**src/rtl/bios_port_arbiter_if.sv**
```systemverilog
// rtl/bios_port_arbiter_if.sv - request, grant, response and memory-port bundle of the BIOS read arbiter
//
// Purpose: groups the fetch request, data-load request, per-requester grant and
// response signals, and the BIOS memory read port into one bundle.
// Port summary:
//   fetch  : if_req, if_pc[31:0], stall -> if_gnt, if_stall, if_rvalid, if_rdata[31:0]
//   data   : d_req, d_addr[31:0]        -> d_gnt, d_rvalid, d_rdata[31:0]
//   memory : mem_en, mem_addr[ADDR_W-1:0] out; mem_rdata[31:0] in (one cycle after mem_en)
// Modports: slave = arbiter side, master = requester/memory side.

interface bios_port_arbiter_if #(
    parameter int ADDR_W = 12
);
    logic              if_req;
    logic [31:0]       if_pc;
    logic              stall;
    logic              d_req;
    logic [31:0]       d_addr;
    logic              if_gnt;
    logic              d_gnt;
    logic              if_rvalid;
    logic [31:0]       if_rdata;
    logic              d_rvalid;
    logic [31:0]       d_rdata;
    logic              if_stall;
    logic              mem_en;
    logic [ADDR_W-1:0] mem_addr;
    logic [31:0]       mem_rdata;

    modport slave (
        input  if_req, if_pc, stall, d_req, d_addr, mem_rdata,
        output if_gnt, d_gnt, if_rvalid, if_rdata, d_rvalid, d_rdata,
               if_stall, mem_en, mem_addr
    );

    modport master (
        output if_req, if_pc, stall, d_req, d_addr, mem_rdata,
        input  if_gnt, d_gnt, if_rvalid, if_rdata, d_rvalid, d_rdata,
               if_stall, mem_en, mem_addr
    );
endinterface

```
**src/rtl/bios_port_arbiter.sv**
```systemverilog
// rtl/bios_port_arbiter.sv - single-port BIOS read arbiter between instruction fetch and data loads
//
// Purpose: issues at most one BIOS read per cycle, giving data loads priority
// while bounding how many consecutive data grants a waiting fetch can suffer.
// Read data returns one cycle after the grant to the requester that owns it.
// Ports:
//   clk   : system clock, all state on the rising edge
//   reset : synchronous active-high reset
//   bus   : bios_port_arbiter_if.slave (requests, grants, responses, memory port)
// Parameters:
//   ADDR_W       : BIOS word-address width (mem_addr = byte_addr[ADDR_W+1:2])
//   MAX_DATA_RUN : max consecutive data grants while fetch is waiting (>= 1)

module bios_port_arbiter #(
    parameter int ADDR_W       = 12,
    parameter int MAX_DATA_RUN = 4
) (
    input  logic                 clk,
    input  logic                 reset,
    bios_port_arbiter_if.slave   bus
);
    localparam int CNT_W = $clog2(MAX_DATA_RUN + 1);
    localparam logic [CNT_W-1:0] RUN_MAX = CNT_W'(MAX_DATA_RUN);

    typedef enum logic {
        DATA_FIRST  = 1'b0,
        FETCH_FIRST = 1'b1
    } state_e;

    state_e            state_q, state_d;
    logic [CNT_W-1:0]  run_cnt_q, run_cnt_d;
    logic [1:0]        tag_q, tag_d;       // bit 0: fetch owns the in-flight read, bit 1: data
    logic [31:0]       if_hold_q, if_hold_d;
    logic [31:0]       d_hold_q, d_hold_d;

    logic fq, dq;
    logic if_gnt_c, d_gnt_c;

    // Requests outside the BIOS region, or a stalled fetch, are invisible here.
    assign fq = bus.if_req & ~bus.stall & (bus.if_pc[31:28] == 4'b0100);
    assign dq = bus.d_req & (bus.d_addr[31:28] == 4'b0100);

    always_comb begin
        if_gnt_c  = 1'b0;
        d_gnt_c   = 1'b0;
        state_d   = state_q;
        run_cnt_d = run_cnt_q;

        unique case (state_q)
            DATA_FIRST: begin
                d_gnt_c  = dq;
                if_gnt_c = fq & ~dq;
            end
            FETCH_FIRST: begin
                if_gnt_c = fq;
                d_gnt_c  = dq & ~fq;
            end
            default: ;
        endcase

        // A grant shown during reset must not start a read or leave an owner tag.
        if (reset) begin
            if_gnt_c = 1'b0;
            d_gnt_c  = 1'b0;
        end

        unique case (state_q)
            DATA_FIRST: begin
                if (!fq || if_gnt_c) begin
                    run_cnt_d = '0;
                end else if (d_gnt_c) begin
                    // Saturating: the count never wraps past the run limit.
                    if (run_cnt_q != RUN_MAX) begin
                        run_cnt_d = run_cnt_q + CNT_W'(1);
                    end
                    if (run_cnt_d == RUN_MAX) begin
                        state_d = FETCH_FIRST;
                    end
                end
            end
            FETCH_FIRST: begin
                // Any fetch grant or fetch withdrawal ends the fetch-priority window.
                if (!fq || if_gnt_c) begin
                    state_d   = DATA_FIRST;
                    run_cnt_d = '0;
                end
            end
            default: ;
        endcase

        tag_d     = {d_gnt_c, if_gnt_c};
        if_hold_d = tag_q[0] ? bus.mem_rdata : if_hold_q;
        d_hold_d  = tag_q[1] ? bus.mem_rdata : d_hold_q;
    end

    always_ff @(posedge clk) begin
        if (reset) begin
            state_q   <= DATA_FIRST;
            run_cnt_q <= '0;
            tag_q     <= '0;
            if_hold_q <= '0;
            d_hold_q  <= '0;
        end else begin
            state_q   <= state_d;
            run_cnt_q <= run_cnt_d;
            tag_q     <= tag_d;
            if_hold_q <= if_hold_d;
            d_hold_q  <= d_hold_d;
        end
    end

    assign bus.if_gnt   = if_gnt_c;
    assign bus.d_gnt    = d_gnt_c;
    assign bus.mem_en   = if_gnt_c | d_gnt_c;
    assign bus.mem_addr = if_gnt_c ? bus.if_pc[ADDR_W+1:2] :
                          d_gnt_c  ? bus.d_addr[ADDR_W+1:2] : '0;
    assign bus.if_stall = fq & ~if_gnt_c;

    // In the rvalid cycle the data passes straight through; otherwise the hold register.
    assign bus.if_rvalid = tag_q[0];
    assign bus.d_rvalid  = tag_q[1];
    assign bus.if_rdata  = if_hold_d;
    assign bus.d_rdata   = d_hold_d;

    logic unused_addr_bits;
    assign unused_addr_bits = &{1'b0, bus.if_pc[27:ADDR_W+2], bus.if_pc[1:0],
                                bus.d_addr[27:ADDR_W+2], bus.d_addr[1:0]};
endmodule
```
**src/flat_wrapper.sv**
```systemverilog
// flat-port wrapper written by rule: the top's interface ports become plain ports
module bios_port_arbiter_flat 
#(
    parameter int ADDR_W       = 12,
    parameter int MAX_DATA_RUN = 4
)
  (clk, reset, bus_if_req, bus_if_pc, bus_stall, bus_d_req, bus_d_addr, bus_mem_rdata, bus_if_gnt, bus_d_gnt, bus_if_rvalid, bus_if_rdata, bus_d_rvalid, bus_d_rdata, bus_if_stall, bus_mem_en, bus_mem_addr);
  bios_port_arbiter_if #(.ADDR_W(ADDR_W)) bus_i ();
  input  logic clk;
  input  logic reset;
  input wire logic [$bits(bus_i.if_req)-1:0] bus_if_req;
  input wire logic [$bits(bus_i.if_pc)-1:0] bus_if_pc;
  input wire logic [$bits(bus_i.stall)-1:0] bus_stall;
  input wire logic [$bits(bus_i.d_req)-1:0] bus_d_req;
  input wire logic [$bits(bus_i.d_addr)-1:0] bus_d_addr;
  input wire logic [$bits(bus_i.mem_rdata)-1:0] bus_mem_rdata;
  output wire logic [$bits(bus_i.if_gnt)-1:0] bus_if_gnt;
  output wire logic [$bits(bus_i.d_gnt)-1:0] bus_d_gnt;
  output wire logic [$bits(bus_i.if_rvalid)-1:0] bus_if_rvalid;
  output wire logic [$bits(bus_i.if_rdata)-1:0] bus_if_rdata;
  output wire logic [$bits(bus_i.d_rvalid)-1:0] bus_d_rvalid;
  output wire logic [$bits(bus_i.d_rdata)-1:0] bus_d_rdata;
  output wire logic [$bits(bus_i.if_stall)-1:0] bus_if_stall;
  output wire logic [$bits(bus_i.mem_en)-1:0] bus_mem_en;
  output wire logic [$bits(bus_i.mem_addr)-1:0] bus_mem_addr;
  assign bus_i.if_req = bus_if_req;
  assign bus_i.if_pc = bus_if_pc;
  assign bus_i.stall = bus_stall;
  assign bus_i.d_req = bus_d_req;
  assign bus_i.d_addr = bus_d_addr;
  assign bus_i.mem_rdata = bus_mem_rdata;
  assign bus_if_gnt = bus_i.if_gnt;
  assign bus_d_gnt = bus_i.d_gnt;
  assign bus_if_rvalid = bus_i.if_rvalid;
  assign bus_if_rdata = bus_i.if_rdata;
  assign bus_d_rvalid = bus_i.d_rvalid;
  assign bus_d_rdata = bus_i.d_rdata;
  assign bus_if_stall = bus_i.if_stall;
  assign bus_mem_en = bus_i.mem_en;
  assign bus_mem_addr = bus_i.mem_addr;
  bios_port_arbiter #(.ADDR_W(ADDR_W), .MAX_DATA_RUN(MAX_DATA_RUN)) u_core (.clk(clk), .reset(reset), .bus(bus_i));
endmodule
```
**config.mk**
```make
export PLATFORM = sky130hd
export DESIGN_NAME = bios_port_arbiter_flat
export DESIGN_NICKNAME = d
export VERILOG_FILES = /design/src/rtl/bios_port_arbiter_if.sv /design/src/rtl/bios_port_arbiter.sv /design/src/flat_wrapper.sv
export SDC_FILE = /design/constraint.sdc
export NUM_CORES = 1
export LEC_CHECK = 0
export BUFFER_PORTS_ARGS = -buffer_cell sky130_fd_sc_hd__buf_2
export CAP_MARGIN = 15
export CORE_ASPECT_RATIO = 1.1
export CORE_MARGIN = 8
export CORE_UTILIZATION = 39
export DETAILED_ROUTE_END_ITERATION = 10
export PLACE_DENSITY = 0.86
export SLEW_MARGIN = 5
export SYNTH_ARGS = -nofsm -noshare
export SYNTH_HDL_FRONTEND = slang
export SYNTH_SLANG_ARGS = --single-unit
```
**constraint.sdc**
```tcl
create_clock -name clk -period 1.4 [get_ports clk]
set_input_delay 0.07 -clock clk [delete_from_list [all_inputs] [get_ports clk]]
set_output_delay 0.07 -clock clk [all_outputs]
set_load 0.02 [all_outputs]
```
==> results.sh, run 1 <==
export IMPL_grt_setup_unrepaired="yes"
export IMPL_cts_tree="built"
export IMPL_ys_flop_type="dfxtp_1"
export IMPL_r2r_start="u_core.tag_q[0]"
export IMPL_antenna_found_initial=0
export IMPL_cts_inserted_buffers=9
export IMPL_setup_tns_final_ns=-8.92
export IMPL_core_area_mm2=0.00739
export IMPL_row_count=33
export IMPL_synth_adder_area_share_pct=0.846
export IMPL_synth_compound_area_share_pct=4.23
export IMPL_syn_nets=378
export IMPL_hold_class="input pin to flip-flop"
export IMPL_critPathCapture="bus_mem_addr[2]"
export IMPL_synthXorXnorAreaFrac_pct=0.296
export IMPL_cts_sinks=70
export IMPL_vias_per_cell=4.99
export IMPL_ys_warn_count=0
export IMPL_globalplace_congestion=0.741
export IMPL_synth_top_family_by_area="multiplexers"
export IMPL_power_total_mw=4.13
export IMPL_holdBufCountCts=0
export IMPL_worstMarginPinSlew_ns=0.340
export IMPL_status="finished with violations"
export IMPL_layout_drive_gt1_share_pct=64.7
export IMPL_port_buffers=150
export IMPL_root_buffer="clkbuf_8"
export IMPL_crit_cells=6
export IMPL_r2r_cells=5
export IMPL_regToRegSetupSlack_ns=0.04
export IMPL_cp_arrival_ns=1.63
export IMPL_drc=0
export IMPL_areaGrowthSynthToFinish_pct=79.1
export IMPL_clkTransAtPathRegs_ns=0.07
export IMPL_place_hpwl_mm=5.99
export IMPL_worst_setup_path_type="input pin to output pin"
export IMPL_synth_top_area_share_pct=47.4
export IMPL_syn_area_mm2=0.00296
export IMPL_r2r_end="u_core.if_hold_q[29]"
export IMPL_finalWorstSetupSlack_ns=-0.300
export IMPL_clock_latency_ns=0.34
export IMPL_cpPeakStageDelay_ns=0.56
export IMPL_initial_core_util_pct=40.0
export IMPL_fmax_mhz=588
export IMPL_pre_cts_slack_ns=-0.290
export IMPL_skew_ns=0.0106
export IMPL_seq_area_frac_synth_pct=47.4
export IMPL_p_int_mw=3.21
export IMPL_slew_headroom_pct=77.3
export IMPL_setup_viol=68
export IMPL_seq_power_share_pct=48.4
export IMPL_leakagePower_nw=2.34
export IMPL_max_cap_viol_count=0
export IMPL_worstPathCellList="buf_6 -> or4b_4 -> or3_4 -> a32oi_2 -> nor2_2 -> buf_6"
export IMPL_ys_top_cells_by_count="dfxtp_1 (70), mux2_2 (64), nor2b_1 (64), nor2_1 (20)"
export IMPL_async_flop_share_pct=0
export IMPL_grt_usage_pct=18.5
export IMPL_synth_area_top_cells="dfxtp_1 (47%), mux2_2 (24%), nor2b_1 (14%)"
export IMPL_yosysMostFrequentCell="dfxtp_1"
export IMPL_ir_worst_vdd_mv=0.590
export IMPL_die_w_um=99.1
export IMPL_finish_instance_area_mm2=0.00530
export IMPL_fin_crit_ns=1.70
export IMPL_grt_start_max_net_pins=53
export IMPL_diodes=0
export IMPL_critical_path_most_common_cell="buf_6"
export IMPL_crit_fanout=7
export IMPL_violations="negative setup slack"
export IMPL_clockBufferDepth=2
export IMPL_synth_seq_cells=70
export IMPL_die_area_mm2=0.0106
export IMPL_clkPwrFrac_pct=42.6
export IMPL_holdWs_ns=0.110
export IMPL_grt_pass1_vias=2958
export IMPL_grt_overflow=0
export IMPL_io_pins=183
export IMPL_p_per_area_mw_per_mm2=780
export IMPL_htree_levels=3
export IMPL_muxShareOfSynthArea_pct=24.4
export IMPL_startpoint_type="input pin"
export IMPL_synth_edf_count=0
export IMPL_end_kind="output pin"
export IMPL_required_ns=1.33
export IMPL_postSynthAreaPerCell_um2=10.8
export IMPL_slowest_stage="or4b_4"
export IMPL_path_buf_inv=2
export IMPL_wl_per_cell_um=19.6
export IMPL_drt_iter0_drc=76
export IMPL_pwr_share_comb_pct=9.1
export IMPL_drv_slew=0
export IMPL_first_pass_iters=4
export IMPL_hold_viol_final=0
export IMPL_drt_wl_total_mm=10.6
export IMPL_dpl_cell_count=502
export IMPL_grt_pass1_wl_mm=15.6
export IMPL_finalNetCount=551
export IMPL_fin_crit_sh_pct=121
export IMPL_critical_path_startpoint="bus_stall"
export IMPL_syn_inst=275
export IMPL_synth_simple_gate_area_share_pct=19.6
export IMPL_antenna_left=0
export IMPL_switching_share_pct=22.4
export IMPL_finalNonFillerCells=540
export IMPL_place_area_mm2=0.00389
export IMPL_cpLargestDelayFamily="simple AND/OR/NAND/NOR gates"
export IMPL_yosysTopAreaCell="dfxtp_1"
export IMPL_dieHeight_um=107
export IMPL_ys_types=25
export IMPL_vias=2697
export IMPL_post_route_util_pct=71.7
export IMPL_p_sw_mw=0.928
-- layout by cell type (no fill, tap or decap), types with 3 or more instances in the layout --
| cell type | n |
|---|---|
| nor2_1 | 9 |
| buf_2 | 70 |
| a32oi_2 | 11 |
| clkbuf_8 | 13 |
| dfxtp_1 | 67 |
| inv_1 | 3 |
| buf_4 | 14 |
| buf_6 | 83 |
| buf_12 | 8 |
| mux2_4 | 64 |
| dfxtp_4 | 3 |
| nor2_2 | 10 |
| buf_16 | 3 |
| nor2b_1 | 64 |
-- how the worst min path moves through the flow --
stage                            from              endpoint  slack, ns  depth (start not counted)
finish              bus_mem_rdata[14]   u_core.d_hold_q[14]       0.11                          3
floorplan               bus_if_pc[28]       u_core.tag_q[0]       0.27                          2
global route        bus_mem_rdata[19]  u_core.if_hold_q[19]       0.10                          3
CTS                 bus_mem_rdata[13]   u_core.d_hold_q[13]       0.08                          3
global placement     bus_mem_rdata[6]    u_core.d_hold_q[6]       0.43                          3
detailed placement  bus_mem_rdata[25]  u_core.if_hold_q[25]       0.44                          3
-- worst reg2reg max path, stage by stage (launching register included) --
cell and delay, ns:
dfxtp_4 0.39, buf_6 0.14, buf_16 0.13, mux2_4 0.31
buf_4 0.14, nor2b_1 0.13
-- layout make-up --
cell class	count	area, um^2
Inverter	4	15.0
Sequential cell	70	1410
Multi-Input combinational cell	182	1850
Fill cell	512	2090
Timing Repair Buffer	181	1690
Tap cell	87	109
Clock inverter	2	37.5
Clock buffer	14	183
-- flip-flops by register name, indices dropped and copies added, names as in the netlist --
register and count:
u_core.d_hold_q 32, u_core.if_hold_q 32, u_core.run_cnt_q 3, u_core.tag_q 2, u_core.state_q 1
-- kinds of logic (layout without fill, tap and decap cells) --
| logic type | after synthesis | in the layout |
|---|---|---|
| buf+inv | 24 | 201 |
| simple gates | 99 | 100 |
| compound gates | 15 | 15 |
| xor+xnor | 1 | 1 |
| fa+ha+maj | 2 | 2 |
| flops | 70 | 70 |
| mux | 64 | 64 |
-- layer usage --
layer | up-vias | track usage [%] | wire length [um]
li1 | 1276 | - | -
met3 | 11 | 6.27 | 687
met2 | 93 | 34.3 | 5740
met1 | 1317 | 19.4 | 4060
met5 | - | 0 | 0
met4 | 0 | 5.52 | 106
-- power groups by stage --
| stage | logic [mW] | registers (mW) | clock network [mW] |
|---|---|---|---|
| final | 0.374 | 2.00 | 1.76 |
| after detailed placement | 0.273 | 2.05 | 0 |
| after floorplan | 0.121 | 2.05 | 0 |
| after CTS | 0.346 | 2.00 | 1.79 |
| after global placement | 0.264 | 2.05 | 0 |
| after global routing | 0.398 | 2.00 | 1.89 |
-- what timing repair did --
item / CTS / global route
endpoints found under the setup margin: 80 / 80
endpoints found under the hold margin: 0 / 0
pin swaps: 11 / 8
buffers inserted: 7 / 11
gates cloned: 8 / 1
resized for setup: 204 / 68
No activity file was read; power rests on OpenSTA's default activity.
==> run 2, diff against run 1 <==
--- a/config.mk
+++ b/config.mk
@@ -11,7 +11,7 @@
 export CORE_MARGIN = 8
 export CORE_UTILIZATION = 39
 export DETAILED_ROUTE_END_ITERATION = 10
-export PLACE_DENSITY = 0.86
+export PLACE_DENSITY = 0.74
 export SLEW_MARGIN = 5
 export SYNTH_ARGS = -nofsm -noshare
 export SYNTH_HDL_FRONTEND = slang
==> results.sh, run 2 (synthesis results as in run 1) <==
export IMPL_finalWorstSetupSlack_ns=-0.359
export IMPL_drv_slew=0
export IMPL_regToRegSetupSlack_ns=0.08
export IMPL_fmax_mhz=568
export IMPL_htree_levels=3
export IMPL_place_hpwl_mm=6.02
export IMPL_worst_setup_path_type="flip-flop to output pin"
export IMPL_grt_start_max_net_pins=47
export IMPL_critical_path_startpoint="u_core.state_q"
export IMPL_vias_per_cell=5.05
export IMPL_finish_instance_area_mm2=0.00533
export IMPL_r2r_start="u_core.tag_q[1]"
export IMPL_setup_tns_final_ns=-9.15
export IMPL_leakagePower_nw=2.35
export IMPL_ir_worst_vdd_mv=0.472
export IMPL_worstMarginPinSlew_ns=0.523
export IMPL_cts_sinks=70
export IMPL_grt_pass1_wl_mm=15.3
export IMPL_worstPathCellList="inv_4 -> or3_4 -> a32oi_2 -> nor2_2 -> buf_6"
export IMPL_post_route_util_pct=72.1
export IMPL_reg_top3="u_core.d_hold_q (32), u_core.if_hold_q (32), u_core.run_cnt_q (3)"
export IMPL_dieHeight_um=107
export IMPL_holdWs_ns=0.110
export IMPL_max_cap_viol_count=0
export IMPL_wl_per_cell_um=19.5
export IMPL_first_pass_iters=4
export IMPL_drc=0
export IMPL_fin_crit_sh_pct=126
export IMPL_globalplace_congestion=0.731
export IMPL_drt_iter0_drc=100
export IMPL_slew_headroom_pct=65.1
export IMPL_antenna_found_initial=0
export IMPL_clockBufferDepth=2
export IMPL_hold_viol_final=0
export IMPL_violations="negative setup slack"
export IMPL_fill_cells=505
export IMPL_hold_class="input pin to flip-flop"
export IMPL_skew_ns=0.00506
export IMPL_cp_arrival_ns=1.69
export IMPL_clock_latency_ns=0.34
export IMPL_required_ns=1.33
export IMPL_status="finished with violations"
export IMPL_final_common_cell="buf_6"
export IMPL_place_area_mm2=0.00389
export IMPL_cts_inserted_buffers=9
export IMPL_areaGrowthSynthToFinish_pct=80.1
export IMPL_clkTransAtPathRegs_ns=0.07
export IMPL_r2r_end="u_core.d_hold_q[0]"
export IMPL_fin_crit_ns=1.76
export IMPL_setup_viol=74
export IMPL_vias=2720
export IMPL_pre_cts_slack_ns=-0.330
export IMPL_die_w_um=99.1
export IMPL_grt_pass1_vias=3020
export IMPL_drt_wl_total_mm=10.5
export IMPL_finalNetCount=550
export IMPL_p_per_area_mw_per_mm2=817
export IMPL_critPathCapture="bus_mem_addr[1]"
export IMPL_layout_drive_gt1_share_pct=64.8
export IMPL_grt_overflow=0
export IMPL_die_area_mm2=0.0106
export IMPL_io_pins=183
export IMPL_diodes=0
export IMPL_antenna_left=0
export IMPL_slowest_stage="or3_4"
export IMPL_root_buffer="clkbuf_8"
export IMPL_startpoint_type="flip-flop"
export IMPL_initial_core_util_pct=40.0
export IMPL_layout_common_cells="buf_6 (83), buf_2 (71), dfxtp_1 (67)"
export IMPL_crit_fanout=7
export IMPL_port_buffers=150
export IMPL_end_kind="output pin"
export IMPL_cpPeakStageDelay_ns=0.46
export IMPL_row_count=33
export IMPL_core_area_mm2=0.00739
export IMPL_cts_tree="built"
export IMPL_grt_setup_unrepaired="yes"
export IMPL_grt_usage_pct=18.3
export IMPL_r2r_cells=5
==> run 2: cell count changes in the layout (fill, tap and decap cells not counted), moves of 2 or more <==
cell / delta
buf_4: -3
clkbuf_8: -3
bufinv_16: +2
clkinv_2: +2
==> run 2: final cells by class <==
class	count	area, um^2	area share, %
clock buffer	10	138	2.58
multi-input combinational	182	1850	34.8
tap	87	109	2.04
inverter	4	17.5	0.329
sequential	70	1410	26.5
timing repair buffer	180	1690	31.7
clock inverter	6	109	2.04
==> run 2: how the worst min path moves through the flow <==
stage / from / depth (start not counted) / slack (ns) / endpoint
final: bus_mem_rdata[23] / 3 / 0.11 / u_core.if_hold_q[23]
after global routing: bus_mem_rdata[19] / 3 / 0.10 / u_core.if_hold_q[19]
after CTS: bus_mem_rdata[25] / 3 / 0.09 / u_core.d_hold_q[25]
after detailed placement: bus_mem_rdata[10] / 3 / 0.44 / u_core.if_hold_q[10]
after global placement: bus_mem_rdata[29] / 3 / 0.43 / u_core.d_hold_q[29]
after floorplan: bus_if_pc[28] / 2 / 0.27 / u_core.tag_q[0]
==> run 2: routing by layer <==
| metal | global-route usage [%] | routed length [um] | up-vias |
|---|---|---|---|
| met5 | 0 | 0 | - |
| met4 | 7.25 | 143 | 0 |
| met3 | 6.47 | 761 | 11 |
| met2 | 32.9 | 5520 | 109 |
| met1 | 19.2 | 4110 | 1327 |
| li1 | - | - | 1273 |
==> run 2: through the flow <==
step,total power [mW],instances
global placement,2.32,503
global route,4.50,539
detailed placement,2.33,503
finish,4.35,539
floorplan,2.17,275
CTS,4.35,536
==> run 2: critical path: cells and delay by family (launching register included) <==
kind,cells,cell delay [ns]
AO/OA/AOI/OAI,1,0.26
buffers and inverters,2,0.19
flip-flops,1,0.38
AND/OR/NAND/NOR,2,0.53
==> run 2: report_power, final <==
group	internal (mW)	switching, mW	total (mW)
combinational	0.192	0.184	0.375
clock	1.23	0.750	1.98
sequential	1.99	0.00409	2.00
total	3.42	0.938	4.35
==> run 2: timing repair <==
item	4_1_cts	5_1_grt
endpoints found under the setup margin	80	81
hold buffers	0	0
cloned	9	1
setup buffers	8	9
gates resized for setup	171	106
pin swaps	4	13
==> run 3, diff against run 2 <==
--- a/config.mk
+++ b/config.mk
@@ -12,6 +12,7 @@
 export CORE_UTILIZATION = 39
 export DETAILED_ROUTE_END_ITERATION = 10
 export PLACE_DENSITY = 0.74
+export SKIP_CTS_REPAIR_TIMING = 1
 export SLEW_MARGIN = 5
 export SYNTH_ARGS = -nofsm -noshare
 export SYNTH_HDL_FRONTEND = slang
==> results.sh, run 3 (synthesis results as in run 1) <==
export IMPL_status="finished with violations"
export IMPL_violations="negative setup slack"
export IMPL_areaGrowthSynthToFinish_pct=72.9
export IMPL_cp_arrival_ns=1.69
export IMPL_post_route_util_pct=69.2
export IMPL_grt_start_max_net_pins=47
export IMPL_seq_power_share_pct=46.0
export IMPL_leakagePower_nw=2.29
export IMPL_fin_crit_ns=1.76
export IMPL_cts_tree="built"
export IMPL_grt_pass1_wl_mm=12.5
export IMPL_dieHeight_um=107
export IMPL_p_int_mw=3.40
export IMPL_fmax_mhz=569
export IMPL_clockBufferDepth=2
export IMPL_dpl_cell_count=503
export IMPL_initial_core_util_pct=40.0
export IMPL_io_pins=183
export IMPL_drt_met1_wl_mm=4.00
export IMPL_pre_cts_slack_ns=-0.330
export IMPL_grt_usage_pct=14.5
export IMPL_row_count=33
export IMPL_p_per_area_mw_per_mm2=849
export IMPL_layout_common_cells="buf_2 (83), buf_6 (68), dfxtp_1 (67)"
export IMPL_cts_inserted_buffers=9
export IMPL_wl_per_cell_um=18.6
export IMPL_drc=0
export IMPL_pwr_share_comb_pct=8.1
export IMPL_fin_crit_sh_pct=125
export IMPL_final_common_cell="buf_2"
export IMPL_die_area_mm2=0.0106
export IMPL_hold_viol_final=0
export IMPL_wl_met2_mm=4.97
export IMPL_htree_levels=3
export IMPL_holdWs_ns=0.103
export IMPL_grt_pass1_vias=2762
export IMPL_finalNetCount=543
export IMPL_grt_overflow=0
export IMPL_end_kind="output pin"
export IMPL_globalplace_congestion=0.731
export IMPL_clkPwrFrac_pct=45.8
export IMPL_ir_worst_vdd_mv=0.509
export IMPL_startpoint_type="input pin"
export IMPL_clkTransAtPathRegs_ns=0.08
export IMPL_drt_wl_total_mm=9.88
export IMPL_die_w_um=99.1
export IMPL_power_total_mw=4.34
export IMPL_grt_setup_unrepaired="yes"
export IMPL_highest_layer="met4"
export IMPL_drv_slew=0
export IMPL_first_pass_iters=4
export IMPL_required_ns=1.33
export IMPL_worstMarginPinSlew_ns=0.531
export IMPL_drt_iter0_drc=89
export IMPL_worst_setup_path_type="input pin to output pin"
export IMPL_vias_per_cell=5.03
export IMPL_finalNonFillerCells=532
export IMPL_p_sw_mw=0.939
export IMPL_root_buffer="clkbuf_8"
export IMPL_finalWorstSetupSlack_ns=-0.356
export IMPL_switching_share_pct=21.6
export IMPL_diodes=0
export IMPL_core_area_mm2=0.00739
export IMPL_antenna_left=0
export IMPL_antenna_found_initial=0
export IMPL_setup_viol=80
export IMPL_cts_sinks=70
export IMPL_clock_latency_ns=0.34
export IMPL_wl_met3_um=708
export IMPL_layout_drive_gt1_share_pct=63.1
export IMPL_hold_class="input pin to flip-flop"
export IMPL_reg_top3="u_core.d_hold_q (32), u_core.if_hold_q (32), u_core.run_cnt_q (3)"
export IMPL_port_buffers=150
export IMPL_vias=2677
export IMPL_crit_fanout=6
export IMPL_slew_headroom_pct=64.6
export IMPL_skew_ns=0.00543
export IMPL_max_cap_viol_count=0
export IMPL_place_hpwl_mm=6.02
[run 3: worst paths after layout]
| path | to | startpoint | depth (start not counted) | slack (ns) |
|---|---|---|---|---|
| setup / recovery | bus_mem_addr[6] | bus_stall | 8 | -0.36 |
| hold / removal | u_core.if_hold_q[27] | bus_mem_rdata[27] | 3 | 0.10 |
| setup reg to reg | u_core.d_hold_q[0] | u_core.tag_q[1] | 4 | 0.12 |
| hold reg to reg | u_core.run_cnt_q[0] | u_core.run_cnt_q[2] | 3 | 0.58 |
[run 3: final cells by class]
type | instances | area [um^2]
Fill cell | 541 | 2270
Sequential cell | 70 | 1410
Timing Repair Buffer | 173 | 1510
Tap cell | 87 | 109
Inverter | 4 | 17.5
Clock inverter | 6 | 109
Clock buffer | 10 | 138
Multi-Input combinational cell | 182 | 1820
[run 3: power groups by stage]
stage / clock (mW) / combinational [mW] / sequential (mW)
after detailed placement: 0 / 0.278 / 2.05
after floorplan: 0 / 0.121 / 2.05
after global placement: 0 / 0.271 / 2.05
after CTS: 2.01 / 0.279 / 2.00
after global routing: 2.10 / 0.375 / 2.00
final: 1.99 / 0.353 / 2.00
[run 3: critical path, stage by stage]
cell      delay, ns
buf_2          0.10
or4b_4         0.56
buf_4          0.18
a211oi_4       0.18
buf_4          0.20
a32oi_2        0.07
nor2_2         0.14
buf_2          0.18
[run 3: layer usage]
layer / up-vias / track usage (%)
li1: 1262 / -
met1: 1289 / 14.2
met2: 111 / 25.3
met3: 15 / 6.86
met4: 0 / 7.47
met5: - / 0
[run 3: stage by stage]
step | instance area [um^2] | setup TNS, ns
floorplan | 3010 | -1.14
global placement | 3890 | -3.53
detailed placement | 3890 | -3.96
CTS | 4140 | -10.86
global route | 5120 | -13.28
finish | 5120 | -9.69
